File: config.mk
export PLATFORM = sky130hd
export DESIGN_NAME = video_wb_arbiter_flat
export DESIGN_NICKNAME = d
export VERILOG_FILES = /design/src/rtl/video_wb_arbiter_if.sv /design/src/rtl/video_wb_arbiter.sv /design/src/flat_wrapper.sv
export SDC_FILE = /design/constraint.sdc
export NUM_CORES = 1
export LEC_CHECK = 0
export CELL_PAD_IN_SITES_DETAIL_PLACEMENT = 1
export CELL_PAD_IN_SITES_GLOBAL_PLACEMENT = 1
export CORE_MARGIN = 5
export CORE_UTILIZATION = 13
export CTS_CLUSTER_DIAMETER = 50
export CTS_CLUSTER_SIZE = 28
export DETAILED_ROUTE_END_ITERATION = 10
export GPL_TIMING_DRIVEN = 0
export PLACE_DENSITY_LB_ADDON = 0.1
export SKIP_LAST_GASP = 1
export SLEW_MARGIN = 40
export SYNTH_ARGS = -nofsm -noshare
export SYNTH_HDL_FRONTEND = slang
export SYNTH_SLANG_ARGS = --single-unit
File: constraint.sdc
create_clock -name clk -period 2.34 [get_ports clk]
set_input_delay 0.468 -clock clk [delete_from_list [all_inputs] [get_ports clk]]
set_output_delay 0.468 -clock clk [all_outputs]
set_load 0.01 [all_outputs]
File: src/rtl/video_wb_arbiter_if.sv
// Bus bundle for video_wb_arbiter: the two video master ports plus the shared system-bus master port.
// slave = arbiter view, master = environment view (video masters and interconnect).
interface video_wb_arbiter_if #(
   parameter int unsigned ADDR_W = 32,
   parameter int unsigned DATA_W = 32
);
   logic              m0_STB_I, m0_CYC_I, m0_LOCK_I, m0_WE_I;
   logic [3:0]        m0_SEL_I;
   logic [ADDR_W-1:0] m0_ADR_I;
   logic [DATA_W-1:0] m0_DAT_I;
   logic              m0_ACK_O, m0_ERR_O;
   logic [DATA_W-1:0] m0_DAT_O;

   logic              m1_STB_I, m1_CYC_I, m1_LOCK_I, m1_WE_I;
   logic [3:0]        m1_SEL_I;
   logic [ADDR_W-1:0] m1_ADR_I;
   logic [DATA_W-1:0] m1_DAT_I;
   logic              m1_ACK_O, m1_ERR_O;
   logic [DATA_W-1:0] m1_DAT_O;

   logic              p_wb_STB_O, p_wb_CYC_O, p_wb_LOCK_O, p_wb_WE_O;
   logic [3:0]        p_wb_SEL_O;
   logic [ADDR_W-1:0] p_wb_ADR_O;
   logic [DATA_W-1:0] p_wb_DAT_O;
   logic              p_wb_ACK_I, p_wb_ERR_I;
   logic [DATA_W-1:0] p_wb_DAT_I;

   modport slave (
      input  m0_STB_I, m0_CYC_I, m0_LOCK_I, m0_WE_I, m0_SEL_I, m0_ADR_I, m0_DAT_I,
      output m0_ACK_O, m0_ERR_O, m0_DAT_O,
      input  m1_STB_I, m1_CYC_I, m1_LOCK_I, m1_WE_I, m1_SEL_I, m1_ADR_I, m1_DAT_I,
      output m1_ACK_O, m1_ERR_O, m1_DAT_O,
      output p_wb_STB_O, p_wb_CYC_O, p_wb_LOCK_O, p_wb_WE_O, p_wb_SEL_O, p_wb_ADR_O, p_wb_DAT_O,
      input  p_wb_ACK_I, p_wb_ERR_I, p_wb_DAT_I
   );

   modport master (
      output m0_STB_I, m0_CYC_I, m0_LOCK_I, m0_WE_I, m0_SEL_I, m0_ADR_I, m0_DAT_I,
      input  m0_ACK_O, m0_ERR_O, m0_DAT_O,
      output m1_STB_I, m1_CYC_I, m1_LOCK_I, m1_WE_I, m1_SEL_I, m1_ADR_I, m1_DAT_I,
      input  m1_ACK_O, m1_ERR_O, m1_DAT_O,
      input  p_wb_STB_O, p_wb_CYC_O, p_wb_LOCK_O, p_wb_WE_O, p_wb_SEL_O, p_wb_ADR_O, p_wb_DAT_O,
      output p_wb_ACK_I, p_wb_ERR_I, p_wb_DAT_I
   );
endinterface

File: src/rtl/video_wb_arbiter.sv
// Two-port Wishbone master arbiter (port 0 video-in store, port 1 video-out load), whole-cycle
// round-robin grants with a sticky starvation flag. Optional bus watchdog via `WB_WATCHDOG_EN.
module video_wb_arbiter #(
   parameter int unsigned ADDR_W   = 32,
   parameter int unsigned DATA_W   = 32,
   parameter int unsigned MAX_HOLD = 1024,
   parameter int unsigned TIMEOUT  = 255
) (
   input  logic              clk,
   input  logic              RST,
   video_wb_arbiter_if.slave bus,
   output logic [1:0]        grant,
   output logic              starve,
   input  logic              starve_clr
);
   localparam int unsigned HOLD_W = $clog2(MAX_HOLD + 1);

   typedef enum logic [1:0] {IDLE = 2'd0, GNT0 = 2'd1, GNT1 = 2'd2} state_t;

   state_t            r_state;
   logic [1:0]        r_grant;
   logic              r_last;
   logic [HOLD_W-1:0] r_hold_cnt;
   logic              r_starve;

   logic w_g0, w_g1, w_rel0, w_rel1, w_waiting, w_starve_set;
   logic w_wd_err, w_stb_kill;

   assign w_g0      = (r_state == GNT0);
   assign w_g1      = (r_state == GNT1);
   // LOCK keeps the grant across a CYC drop
   assign w_rel0    = w_g0 && !bus.m0_CYC_I && !bus.m0_LOCK_I;
   assign w_rel1    = w_g1 && !bus.m1_CYC_I && !bus.m1_LOCK_I;
   assign w_waiting = (w_g0 && bus.m1_CYC_I) || (w_g1 && bus.m0_CYC_I);
   assign w_starve_set = w_waiting && !w_rel0 && !w_rel1 &&
                         (r_hold_cnt == HOLD_W'(MAX_HOLD - 1));

   always_ff @(posedge clk or posedge RST) begin
      if (RST) begin
         r_state    <= IDLE;
         r_grant    <= 2'b00;
         r_last     <= 1'b1;
         r_hold_cnt <= '0;
         r_starve   <= 1'b0;
      end else begin
         case (r_state)
            IDLE: begin
               if (bus.m0_CYC_I && (!bus.m1_CYC_I || r_last)) begin
                  r_state <= GNT0;
                  r_grant <= 2'b01;
               end else if (bus.m1_CYC_I) begin
                  r_state <= GNT1;
                  r_grant <= 2'b10;
               end
            end
            GNT0: begin
               if (w_rel0) begin
                  r_last <= 1'b0;
                  if (bus.m1_CYC_I) begin
                     r_state <= GNT1;
                     r_grant <= 2'b10;
                  end else begin
                     r_state <= IDLE;
                     r_grant <= 2'b00;
                  end
               end
            end
            GNT1: begin
               if (w_rel1) begin
                  r_last <= 1'b1;
                  if (bus.m0_CYC_I) begin
                     r_state <= GNT0;
                     r_grant <= 2'b01;
                  end else begin
                     r_state <= IDLE;
                     r_grant <= 2'b00;
                  end
               end
            end
            default: begin
               r_state <= IDLE;
               r_grant <= 2'b00;
            end
         endcase

         // hold_cnt measures how long the non-granted port has been kept waiting
         if (w_rel0 || w_rel1 || !w_waiting)
            r_hold_cnt <= '0;
         else if (r_hold_cnt != HOLD_W'(MAX_HOLD))
            r_hold_cnt <= r_hold_cnt + HOLD_W'(1);

         if (w_starve_set)
            r_starve <= 1'b1;
         else if (starve_clr)
            r_starve <= 1'b0;
      end
   end

`ifdef WB_WATCHDOG_EN
   localparam int unsigned WD_W = $clog2(TIMEOUT + 1);

   logic [WD_W-1:0] r_wd_cnt;
   logic            r_wd_err;
   logic            r_wd_wait;

   // After a timeout the strobe stays parked until the owner abandons its cycle
   always_ff @(posedge clk or posedge RST) begin
      if (RST) begin
         r_wd_cnt  <= '0;
         r_wd_err  <= 1'b0;
         r_wd_wait <= 1'b0;
      end else begin
         r_wd_err <= 1'b0;
         if (r_state == IDLE || w_rel0 || w_rel1) begin
            r_wd_cnt  <= '0;
            r_wd_wait <= 1'b0;
         end else if (bus.p_wb_ACK_I || bus.p_wb_ERR_I) begin
            r_wd_cnt <= '0;
         end else if (bus.p_wb_STB_O) begin
            if (r_wd_cnt == WD_W'(TIMEOUT - 1)) begin
               r_wd_cnt  <= '0;
               r_wd_err  <= 1'b1;
               r_wd_wait <= 1'b1;
            end else begin
               r_wd_cnt <= r_wd_cnt + WD_W'(1);
            end
         end
      end
   end

   assign w_wd_err   = r_wd_err;
   assign w_stb_kill = r_wd_err || r_wd_wait;
`else
   logic w_unused_timeout;

   assign w_unused_timeout = (TIMEOUT == 0);
   assign w_wd_err         = 1'b0;
   assign w_stb_kill       = 1'b0;
`endif

   // Granted port passes straight through; idle bus is driven to zero
   assign bus.p_wb_CYC_O  = (w_g0 && bus.m0_CYC_I)  || (w_g1 && bus.m1_CYC_I);
   assign bus.p_wb_STB_O  = ((w_g0 && bus.m0_STB_I) || (w_g1 && bus.m1_STB_I)) && !w_stb_kill;
   assign bus.p_wb_LOCK_O = (w_g0 && bus.m0_LOCK_I) || (w_g1 && bus.m1_LOCK_I);
   assign bus.p_wb_WE_O   = (w_g0 && bus.m0_WE_I)   || (w_g1 && bus.m1_WE_I);
   assign bus.p_wb_SEL_O  = w_g0 ? bus.m0_SEL_I : (w_g1 ? bus.m1_SEL_I : 4'h0);
   assign bus.p_wb_ADR_O  = w_g0 ? bus.m0_ADR_I : (w_g1 ? bus.m1_ADR_I : ADDR_W'(0));
   assign bus.p_wb_DAT_O  = w_g0 ? bus.m0_DAT_I : (w_g1 ? bus.m1_DAT_I : DATA_W'(0));

   assign bus.m0_ACK_O = w_g0 && bus.p_wb_ACK_I;
   assign bus.m1_ACK_O = w_g1 && bus.p_wb_ACK_I;
   assign bus.m0_ERR_O = w_g0 && (bus.p_wb_ERR_I || w_wd_err);
   assign bus.m1_ERR_O = w_g1 && (bus.p_wb_ERR_I || w_wd_err);
   assign bus.m0_DAT_O = (w_g0 || w_g1) ? bus.p_wb_DAT_I : DATA_W'(0);
   assign bus.m1_DAT_O = (w_g0 || w_g1) ? bus.p_wb_DAT_I : DATA_W'(0);

   assign grant  = r_grant;
   assign starve = r_starve;
endmodule

File: src/flat_wrapper.sv
// flat-port wrapper written by rule: the top's interface ports become plain ports
module video_wb_arbiter_flat 
#(
   parameter int unsigned ADDR_W   = 32,
   parameter int unsigned DATA_W   = 32,
   parameter int unsigned MAX_HOLD = 1024,
   parameter int unsigned TIMEOUT  = 255
)
  (clk, RST, grant, starve, starve_clr, bus_m0_STB_I, bus_m0_CYC_I, bus_m0_LOCK_I, bus_m0_WE_I, bus_m0_SEL_I, bus_m0_ADR_I, bus_m0_DAT_I, bus_m0_ACK_O, bus_m0_ERR_O, bus_m0_DAT_O, bus_m1_STB_I, bus_m1_CYC_I, bus_m1_LOCK_I, bus_m1_WE_I, bus_m1_SEL_I, bus_m1_ADR_I, bus_m1_DAT_I, bus_m1_ACK_O, bus_m1_ERR_O, bus_m1_DAT_O, bus_p_wb_STB_O, bus_p_wb_CYC_O, bus_p_wb_LOCK_O, bus_p_wb_WE_O, bus_p_wb_SEL_O, bus_p_wb_ADR_O, bus_p_wb_DAT_O, bus_p_wb_ACK_I, bus_p_wb_ERR_I, bus_p_wb_DAT_I);
  video_wb_arbiter_if #(.ADDR_W(ADDR_W), .DATA_W(DATA_W)) bus_i ();
  input  logic clk;
  input  logic RST;
  output logic [1:0] grant;
  output logic starve;
  input  logic starve_clr;
  input wire logic [$bits(bus_i.m0_STB_I)-1:0] bus_m0_STB_I;
  input wire logic [$bits(bus_i.m0_CYC_I)-1:0] bus_m0_CYC_I;
  input wire logic [$bits(bus_i.m0_LOCK_I)-1:0] bus_m0_LOCK_I;
  input wire logic [$bits(bus_i.m0_WE_I)-1:0] bus_m0_WE_I;
  input wire logic [$bits(bus_i.m0_SEL_I)-1:0] bus_m0_SEL_I;
  input wire logic [$bits(bus_i.m0_ADR_I)-1:0] bus_m0_ADR_I;
  input wire logic [$bits(bus_i.m0_DAT_I)-1:0] bus_m0_DAT_I;
  output wire logic [$bits(bus_i.m0_ACK_O)-1:0] bus_m0_ACK_O;
  output wire logic [$bits(bus_i.m0_ERR_O)-1:0] bus_m0_ERR_O;
  output wire logic [$bits(bus_i.m0_DAT_O)-1:0] bus_m0_DAT_O;
  input wire logic [$bits(bus_i.m1_STB_I)-1:0] bus_m1_STB_I;
  input wire logic [$bits(bus_i.m1_CYC_I)-1:0] bus_m1_CYC_I;
  input wire logic [$bits(bus_i.m1_LOCK_I)-1:0] bus_m1_LOCK_I;
  input wire logic [$bits(bus_i.m1_WE_I)-1:0] bus_m1_WE_I;
  input wire logic [$bits(bus_i.m1_SEL_I)-1:0] bus_m1_SEL_I;
  input wire logic [$bits(bus_i.m1_ADR_I)-1:0] bus_m1_ADR_I;
  input wire logic [$bits(bus_i.m1_DAT_I)-1:0] bus_m1_DAT_I;
  output wire logic [$bits(bus_i.m1_ACK_O)-1:0] bus_m1_ACK_O;
  output wire logic [$bits(bus_i.m1_ERR_O)-1:0] bus_m1_ERR_O;
  output wire logic [$bits(bus_i.m1_DAT_O)-1:0] bus_m1_DAT_O;
  output wire logic [$bits(bus_i.p_wb_STB_O)-1:0] bus_p_wb_STB_O;
  output wire logic [$bits(bus_i.p_wb_CYC_O)-1:0] bus_p_wb_CYC_O;
  output wire logic [$bits(bus_i.p_wb_LOCK_O)-1:0] bus_p_wb_LOCK_O;
  output wire logic [$bits(bus_i.p_wb_WE_O)-1:0] bus_p_wb_WE_O;
  output wire logic [$bits(bus_i.p_wb_SEL_O)-1:0] bus_p_wb_SEL_O;
  output wire logic [$bits(bus_i.p_wb_ADR_O)-1:0] bus_p_wb_ADR_O;
  output wire logic [$bits(bus_i.p_wb_DAT_O)-1:0] bus_p_wb_DAT_O;
  input wire logic [$bits(bus_i.p_wb_ACK_I)-1:0] bus_p_wb_ACK_I;
  input wire logic [$bits(bus_i.p_wb_ERR_I)-1:0] bus_p_wb_ERR_I;
  input wire logic [$bits(bus_i.p_wb_DAT_I)-1:0] bus_p_wb_DAT_I;
  assign bus_i.m0_STB_I = bus_m0_STB_I;
  assign bus_i.m0_CYC_I = bus_m0_CYC_I;
  assign bus_i.m0_LOCK_I = bus_m0_LOCK_I;
  assign bus_i.m0_WE_I = bus_m0_WE_I;
  assign bus_i.m0_SEL_I = bus_m0_SEL_I;
  assign bus_i.m0_ADR_I = bus_m0_ADR_I;
  assign bus_i.m0_DAT_I = bus_m0_DAT_I;
  assign bus_m0_ACK_O = bus_i.m0_ACK_O;
  assign bus_m0_ERR_O = bus_i.m0_ERR_O;
  assign bus_m0_DAT_O = bus_i.m0_DAT_O;
  assign bus_i.m1_STB_I = bus_m1_STB_I;
  assign bus_i.m1_CYC_I = bus_m1_CYC_I;
  assign bus_i.m1_LOCK_I = bus_m1_LOCK_I;
  assign bus_i.m1_WE_I = bus_m1_WE_I;
  assign bus_i.m1_SEL_I = bus_m1_SEL_I;
  assign bus_i.m1_ADR_I = bus_m1_ADR_I;
  assign bus_i.m1_DAT_I = bus_m1_DAT_I;
  assign bus_m1_ACK_O = bus_i.m1_ACK_O;
  assign bus_m1_ERR_O = bus_i.m1_ERR_O;
  assign bus_m1_DAT_O = bus_i.m1_DAT_O;
  assign bus_p_wb_STB_O = bus_i.p_wb_STB_O;
  assign bus_p_wb_CYC_O = bus_i.p_wb_CYC_O;
  assign bus_p_wb_LOCK_O = bus_i.p_wb_LOCK_O;
  assign bus_p_wb_WE_O = bus_i.p_wb_WE_O;
  assign bus_p_wb_SEL_O = bus_i.p_wb_SEL_O;
  assign bus_p_wb_ADR_O = bus_i.p_wb_ADR_O;
  assign bus_p_wb_DAT_O = bus_i.p_wb_DAT_O;
  assign bus_i.p_wb_ACK_I = bus_p_wb_ACK_I;
  assign bus_i.p_wb_ERR_I = bus_p_wb_ERR_I;
  assign bus_i.p_wb_DAT_I = bus_p_wb_DAT_I;
  video_wb_arbiter #(.ADDR_W(ADDR_W), .DATA_W(DATA_W), .MAX_HOLD(MAX_HOLD), .TIMEOUT(TIMEOUT)) u_core (.clk(clk), .RST(RST), .bus(bus_i), .grant(grant), .starve(starve), .starve_clr(starve_clr));
endmodule
==> flow_summary.yaml <==
worst_setup_path:
  reg2reg_from: "u_core.r_state[0]"
  crit_path_start_kind: "flop"
  path_depth: 6
  crit_type: "reg -> out"
  cp-startpoint: "u_core.r_state[1]"
  r2r_cells: 7
  crit_end: "bus_p_wb_ADR_O[2]"
  cp_top_family: "buffers and inverters"
  cp_max_fo: 10
  r2r-end: "u_core.starve"
  cp_slowest_cell: "clkdlybuf4s50_1"
  cp.arrival_ns: 2.01
  cp.required_ns: 1.87
  max_stage_delay_ns: 0.56
  reg2reg_slack_ns: 0.44
  path_buf_inv: 4
  cp_cell_sequence: "inv_2, ha_4, clkbuf_8, buf_4, a22o_1, clkdlybuf4s50_1"
  worst_setup_path_end_kind: "output pin"
detailed_routing:
  dr.pass1.iters: 4
  first_iter_violations: 93
  ant_nets: 0
  dr_total_vias: 3384
  vias_per_cell: 4.127
  totalWireLength_mm: 16.25
  drt_drc_violations_left: 0
  wl_per_cell_um: 19.82
cells_and_area:
  syn_to_final_growth_pct: 184.1
  final_cell_count_no_fill: 820
  drive_gt1_frac: 0.2185
  n_antenna_cell: 0
  final_nets: 792
  final_util: 0.3726
  fin_area_sq_um: 5854
min_path:
  hp-class: "reg -> reg"
clock_tree:
  path_clk_slew_ns: 0.05
  cts.sinks: 15
  clkLatencyLatePin_ns: 0.24
  h-tree-depth: 1
  cts_inserted_buffers: 3
  clockRootBuffer: "clkbuf_16"
  cts_tree: "done"
  cts_buffer_depth: 2
  cts-hold-fix-buffers: 0
floorplan:
  fp-row-count: 46
  die_w_um: 135.9
  ios: 324
  die_area_sq_um: 18470
  core_area_sq_um: 15710
  chipHeight_um: 135.9
  start_util: 0.1312
timing:
  fin_tns_setup_ns: -2.730
  setup_slack_ns: -0.1411
  min_period_ns: 2.481
  max-slew-margin-rel: 0.6033
  skew_ns: 0.002659
  timing.final.crit_share: 1.060
  slew_violations: 0
  fmax_ghz: 0.4031
  finalSetupViolCount: 34
  rsz0062_at_grt: "yes"
  worst_pin_slew_ns: 0.5944
  hold_viol_final: 0
power:
  vdd_drop_max_uv: 399.6
  p_per_area_nw_per_um2: 980.2
  leakagePower_nw: 2.810
logic_synthesis:
  synth_cell_types: 35
  syn_nets: 443
  synth_top_area_share: 0.3018
  synthFlopType: "dfrtp_1"
  syn_area_per_cell_sq_um: 8.050
  ys_seq_area_frac: 0.1828
  synth-edff-count: 0
  synth_common_cells: "a22o_1, and2_1, buf_4, clkbuf_1, dfrtp_1"
  synthTopCellsByArea: "a22o_1, dfrtp_1, buf_4"
  yosys_register_bits: 15
  syn-cell-area_sq_um: 2061
  yosysWarningCount: 0
  postSynth.asyncResetShare: 1.000
  synth.most_common_cell: "a22o_1"
  yosysTopAreaCell: "a22o_1"
  syn_inst: 256
placed_design:
  placed_cell_area_sq_um: 5564
  portBuffers: 323
  dp_hpwl_mm: 13.82
  gp_congestion: 0.7771
  place_inst: 795
grt:
  grt_antenna_before_repair: 0
  gr-usage-all-layers: 0.1594
  grt_pass1_wl_mm: 22.69
  grt_max_degree: 16
  grt_pass1_vias: 3713
  overflow: 0
run_status:
  status: "finished, violations left"
  violations: "setup timing"
job:
  drv_cap: 0
[cell families (layout without fill, tap and decap cells)]
| kind of cell | count (synthesis) | in the layout | synth area share |
|---|---|---|---|
| XOR/XNOR | 3 | 3 | 0.01275 |
| multiplexers | 1 | 1 | 0.004858 |
| AO/OA/AOI/OAI | 98 | 98 | 0.3825 |
| flip-flops | 15 | 15 | 0.1828 |
| adder cells (fa/ha/maj) | 6 | 6 | 0.03643 |
| buffers and inverters | 62 | 410 | 0.1724 |
| AND/OR/NAND/NOR | 71 | 71 | 0.2083 |
[placed cells by master (no fill, tap or decap), types with 11 or more instances in the layout]
| cell | count |
|---|---|
| clkdlybuf4s50_1 | 202 |
| a22o_1 | 71 |
| dlygate4sd2_1 | 71 |
| buf_4 | 44 |
| and2_1 | 34 |
| buf_6 | 31 |
| buf_2 | 21 |
| dfrtp_1 | 14 |
| a21oi_1 | 11 |
[area by class of cell]
| type | count | area (sq um) |
|---|---|---|
| plain buffers | 50 | 429.2 |
| flip-flops and latches | 15 | 376.6 |
| repair buffers | 347 | 3287 |
| clock buffers | 4 | 78.83 |
| fillers | 1877 | 9858 |
| well taps | 216 | 270.3 |
| inverters | 9 | 33.78 |
| multi-input cells | 179 | 1379 |
[metrics by stage]
step | setup WS, ns | total power, mW | hold slack (ns)
after global routing | -0.2435 | 6.165 | 0.5636
after floorplan | 0.05332 | 2.452 | 0.3688
final | -0.1411 | 5.739 | 0.5313
after detailed placement | -1.109 | 5.294 | 0.5319
after global placement | -1.081 | 5.260 | 0.5257
after CTS | -0.2392 | 5.536 | 0.5398
[layer usage]
metal | track usage | share of wire | vias to the layer above | wire length [um]
li1 | - | - | 1638 | -
met1 | 0.1746 | 0.38 | 1534 | 6101
met2 | 0.3053 | 0.52 | 201 | 8430
met3 | 0.04663 | 0.094 | 11 | 1534
met4 | 0.02856 | 0.012 | 0 | 187
met5 | 0 | 0 | - | 0
[tightest hold or removal path, cell delays in order, from the launching register on]
cell	delay [ns]
dfrtp_1	0.37
inv_1	0.05
o22ai_1	0.06
[what timing repair did]
action,4_1_cts,5_1_grt
buffers inserted,15,7
resized for setup,276,65
endpoints found under the hold margin,0,0
endpoints found under the setup margin,140,75
pin swaps,1,8
gates cloned,2,1
[sequential cells by signal (all words and copies together), names as in the netlist]
signal,count
u_core.r_last,1
u_core.starve,1
u_core.r_hold_cnt,11
u_core.r_state,2
[power breakdown]
part           total, mW  internal [mW]  switching, mW
registers          0.330          0.295         0.0352
clock network      0.331          0.230          0.100
logic               5.08           2.85           2.22
[worst min-delay path by stage]
| stage | start | to | slack (ns) | cells after the start |
|---|---|---|---|---|
| 2_1_floorplan | RST | u_core.r_hold_cnt[0] | 0.37 | 1 |
| 3_3_place_gp | u_core.starve | u_core.starve | 0.53 | 2 |
| 3_5_place_dp | u_core.starve | u_core.starve | 0.53 | 2 |
| 4_1_cts | u_core.starve | u_core.starve | 0.54 | 2 |
| 5_1_grt | u_core.starve | u_core.starve | 0.56 | 2 |
| 6_report | u_core.starve | u_core.starve | 0.53 | 2 |
No activity file was read; power rests on OpenSTA's default activity.
